--- src/rtl/bitstream_serializer.sv ---
// Parallel-to-serial front end: WIDTH-bit words in over valid/ready, MSB-first
// serial stream out, with a one-word holding buffer for gap-free streaming.
module bitstream_serializer #(
  parameter int WIDTH = 32,
  parameter int CNT_W = 8
) (
  input  logic             clk,
  input  logic             rst,
  input  logic [WIDTH-1:0] load_data,
  input  logic             load_valid,
  output logic             load_ready,
  output logic             x,
  output logic             x_valid,
  output logic             last,
  output logic [CNT_W-1:0] word_count
);

  localparam int            BW       = (WIDTH > 1) ? $clog2(WIDTH) : 1;
  localparam logic [BW-1:0] LAST_IDX = BW'(WIDTH - 1);

  typedef enum logic {IDLE, SHIFT} state_t;

  state_t             state, state_nxt;
  logic [WIDTH-1:0]   shreg, shreg_nxt;
  logic [WIDTH-1:0]   hold_reg, hold_nxt;
  logic [BW-1:0]      bitcnt, bitcnt_nxt;
  logic               hold_full, hold_full_nxt;
  logic [CNT_W-1:0]   cnt_nxt;
  logic               accept;
  logic               at_last;

  // Ready is held low during reset so nothing can be accepted on release.
  assign load_ready = !hold_full && !rst;
  assign accept     = load_valid && load_ready;
  assign at_last    = (state == SHIFT) && (bitcnt == LAST_IDX);
  assign x          = (state == SHIFT) ? shreg[WIDTH-1] : 1'b0;
  assign x_valid    = (state == SHIFT);
  assign last       = at_last;

  always_comb begin
    state_nxt     = state;
    shreg_nxt     = shreg;
    hold_nxt      = hold_reg;
    bitcnt_nxt    = bitcnt;
    hold_full_nxt = hold_full;
    cnt_nxt       = word_count;
    case (state)
      IDLE: begin
        if (accept) begin
          shreg_nxt  = load_data;
          bitcnt_nxt = '0;
          state_nxt  = SHIFT;
        end
      end
      SHIFT: begin
        if (!at_last) begin
          shreg_nxt  = shreg << 1;
          bitcnt_nxt = bitcnt + BW'(1);
          if (accept) begin
            hold_nxt      = load_data;
            hold_full_nxt = 1'b1;
          end
        end else begin
          // Last bit: held word wins, then a same-cycle bypass, else go idle.
          cnt_nxt    = word_count + CNT_W'(1);
          bitcnt_nxt = '0;
          if (hold_full) begin
            shreg_nxt     = hold_reg;
            hold_full_nxt = 1'b0;
          end else if (accept) begin
            shreg_nxt = load_data;
          end else begin
            shreg_nxt = '0;
            state_nxt = IDLE;
          end
        end
      end
      default: state_nxt = IDLE;
    endcase
  end

  always_ff @(posedge clk or posedge rst) begin
    if (rst) begin
      state      <= IDLE;
      shreg      <= '0;
      hold_reg   <= '0;
      bitcnt     <= '0;
      hold_full  <= 1'b0;
      word_count <= '0;
    end else begin
      state      <= state_nxt;
      shreg      <= shreg_nxt;
      hold_reg   <= hold_nxt;
      bitcnt     <= bitcnt_nxt;
      hold_full  <= hold_full_nxt;
      word_count <= cnt_nxt;
    end
  end

endmodule
--- config.mk ---
export PLATFORM = sky130hd
export DESIGN_NAME = bitstream_serializer
export DESIGN_NICKNAME = d
export VERILOG_FILES = /design/src/rtl/bitstream_serializer.sv
export SDC_FILE = /design/constraint.sdc
export NUM_CORES = 1
export LEC_CHECK = 0
export CAP_MARGIN = 20
export CORE_UTILIZATION = 40
export DETAILED_ROUTE_END_ITERATION = 6
export HOLD_SLACK_MARGIN = 0.05
export SYNTH_ARGS = -nofsm -noshare
export SYNTH_HDL_FRONTEND = slang
export SYNTH_SLANG_ARGS = --single-unit
--- constraint.sdc ---
create_clock -name clk -period 2.92 [get_ports clk]
set_input_delay 0.584 -clock clk [delete_from_list [all_inputs] [get_ports clk]]
set_output_delay 0.584 -clock clk [all_outputs]
set_load 0.01 [all_outputs]
==> metrics.txt, run 1 <==
GPL Wtd Cong 0.750; main area contributors after synthesis dfrtp_1 (47%), mux2_1 (8.1%), and4bb_2 (5.7%); synthesized net count 430; final standard cell area without fillers 5070 um^2; Max IR drop VDD 0.337 mV; Layout Area Growth over Synthesis 21.1%; clock root buffer master clkbuf_8; number of detailed-routing iterations run before antenna repair 4; NumNets Final 466; first-pass GRT wire length 16800 um; final hold violation count 0; arrival time of data at the critical path endpoint 2.01 ns; Slew headroom 0.331; post-synthesis instance area 4180 um^2; Clock Skews 0.00881 ns; biggest area consumer among synthesized cells dfrtp_1; maximum achievable frequency 385 MHz; category of the worst setup path launch point flop; Ys Warns 0; Post-CTS Hold Buffers 0; count of vias placed by the detailed router 3276; GRT Resource Usage Total 0.194; Setup Total Neg Slack 0 ns; largest net degree at the start of global routing 39; share of post-route cells with drive strength above 1 0.143; clock sink count 79; DP HPWL 6160 um; Worst-Skew Late Latency 0.35 ns; most instantiated cells after synthesis dfrtp_1 (79), mux2_1 (30), nand2_1 (27); total core area 9950 um^2; crit share post-route 0.889; maximum level of the CTS H-tree 3; result of the run finished, final reports clean; number of distinct standard cells referenced by the synthesized netlist 36; WS Path Type flop to output pin; total congestion overflow 0; maximum number of buffers from clock root to sink 2; Routed Wire Length 9970 um; vias in the first global route 3241; Final Non-Filler Cells 566; initial antenna violation count 0; area fraction of the dominant cell type after synthesis 0.473; die span in y 104 um; TritonCTS Buffers 9; share of async-settable or async-resettable flops after synthesis 1.00; Post-Place Cells 550; number of rows created at floorplan 36; post-detailed-placement cell area 4810 um^2; library cell with the highest instance count after synthesis dfrtp_1; number of buffers added for setup after CTS 0; synthesized area divided by synthesized cell count 10.7 um^2; count of maximum capacitance violations 0; effective utilization at floorplan 0.420; CTS tree yes; horizontal die dimension 104 um; path type of the worst min-delay path flop to flop; post-route minimum period 2.60 ns; routed length per placed instance 17.6 um; max-slew violation count 0; area of the die 10900 um^2; register bit total from synthesis 79; worst reg2reg setup slack 0.70 ns; unrepaired setup endpoints after global routing false; CTS-repair resized insts 0; remaining number of nets flagged by the antenna check after routing 0; Synth Instances 392; Final Setup Violations 0; portion of the post-synthesis area used by sequential elements 0.473; largest driver fanout on the critical path 3; n_diodes 0; leakage power 2.14 nW; detail-routed via count per cell 5.79; Pwr Density 778 nW/um^2; Port Buffers 46; DRC violation total after the first TritonRoute iteration 161; required time at the endpoint of the critical path 2.34 ns; clock edge transition at the registers on the reported setup and hold paths 0.08 ns; number of enable-type register cells in the synthesized netlist 0; # DRC 0; number of top-level pins 47; prevailing post-synth register cell dfrtp_1; type of destination of the critical path output pin; slew at the pin with the worst max-slew slack 1.00 ns
[area by class of cell]
| class | instances | area, um^2 |
|---|---|---|
| Tap cell | 133 | 166 |
| Sequential cell | 79 | 1980 |
| Inverter | 4 | 16.3 |
| Timing Repair Buffer | 64 | 621 |
| Clock inverter | 6 | 133 |
| Clock buffer | 10 | 128 |
| Multi-Input combinational cell | 270 | 2030 |
| Fill cell | 919 | 4890 |
[cell usage in the layout, fill, tap and decap left out, drive strengths merged, types with 2 or more instances in the layout]
cell type       n
clkbuf         10
a2bb2oi        21
and4bb         19
nor2            4
o21ai          24
bufinv          4
or4bb           2
nand3          13
nand2          28
a22oi           2
a221o           9
clkinv          3
a22o            2
nor2b           2
nand4           3
a31oi          23
and2           24
inv             2
nand4bb         7
mux2           34
xor2            3
clkdlybuf4s50  46
nor4bb          3
buf            18
a21oi           9
xnor2           5
ha              3
dfrtp          79
nor3           24
[worst max-delay path: stages, from the launching register on]
cell and delay, ns:
dfrtp_1 0.40, ha_1 0.23, and3_1 0.19, ha_1 0.19, and2_1 0.19, clkdlybuf4s50_1 0.48
[worst paths after layout]
path | from | end | depth (start not counted)
setup / recovery | bitcnt[0]$_DFFE_PP0P_ | last | 5
min in group asynchronous | rst | shreg[0]$_DFFE_PP0P_ | 2
setup reg to reg | bitcnt[0]$_DFFE_PP0P_ | hold_reg[25]$_DFFE_PP0P_ | 8
max in group asynchronous | rst | shreg[3]$_DFFE_PP0P_ | 3
hold reg to reg | word_count[7]$_DFFE_PP0P_ | word_count[7]$_DFFE_PP0P_ | 1
hold / removal | word_count[7]$_DFFE_PP0P_ | word_count[7]$_DFFE_PP0P_ | 1
[stage by stage]
step           setup WS (ns)  power, mW  utilization  hold WS (ns)
4_1_cts                0.290       3.99        0.509         0.471
3_3_place_gp           0.400       2.88        0.483         0.458
5_1_grt                0.217       4.20        0.509         0.486
2_1_floorplan          0.102       2.56            -         0.456
3_5_place_dp           0.395       2.92        0.483         0.455
6_report               0.323       3.94        0.509         0.466
[routing by layer]
layer  share of wire  track usage  vias to the layer above  wire length (um)
li1                -            -                     1533                 -
met1            0.47        0.263                     1648              4650
met2            0.47        0.309                       91              4720
met3           0.055       0.0445                        4               544
met4          0.0045       0.0571                        0                45
met5               0            0                        -                 0
[logic make-up after synthesis]
family                   after synthesis  share of synthesized area
adder cells (fa/ha/maj)                3                    0.00897
buffers and inverters                 43                     0.0437
AO/OA/AOI/OAI                         91                      0.149
flip-flops                            79                      0.473
XOR/XNOR                               8                     0.0168
AND/OR/NAND/NOR                      133                      0.215
multiplexers                          35                     0.0939
[power by group]
group          switching (mW)  leakage [nW]  internal (mW)
registers               0.207         0.990           1.45
logic                   0.552          1.02          0.684
clock network           0.400         0.126          0.653
Power figures use the tool's default switching activity.
==> run 2, diff against run 1 <==
Settings changed: SETUP_SLACK_MARGIN set to 0.05.
==> results of run 2 <==
The final DEF is identical to that of run 1; final timing and power are the same.
==> run 3, diff against run 2 <==
Settings changed: CAP_MARGIN 20 to 30.
==> results of run 3 <==
The final DEF is identical to that of run 1; final timing and power are the same.
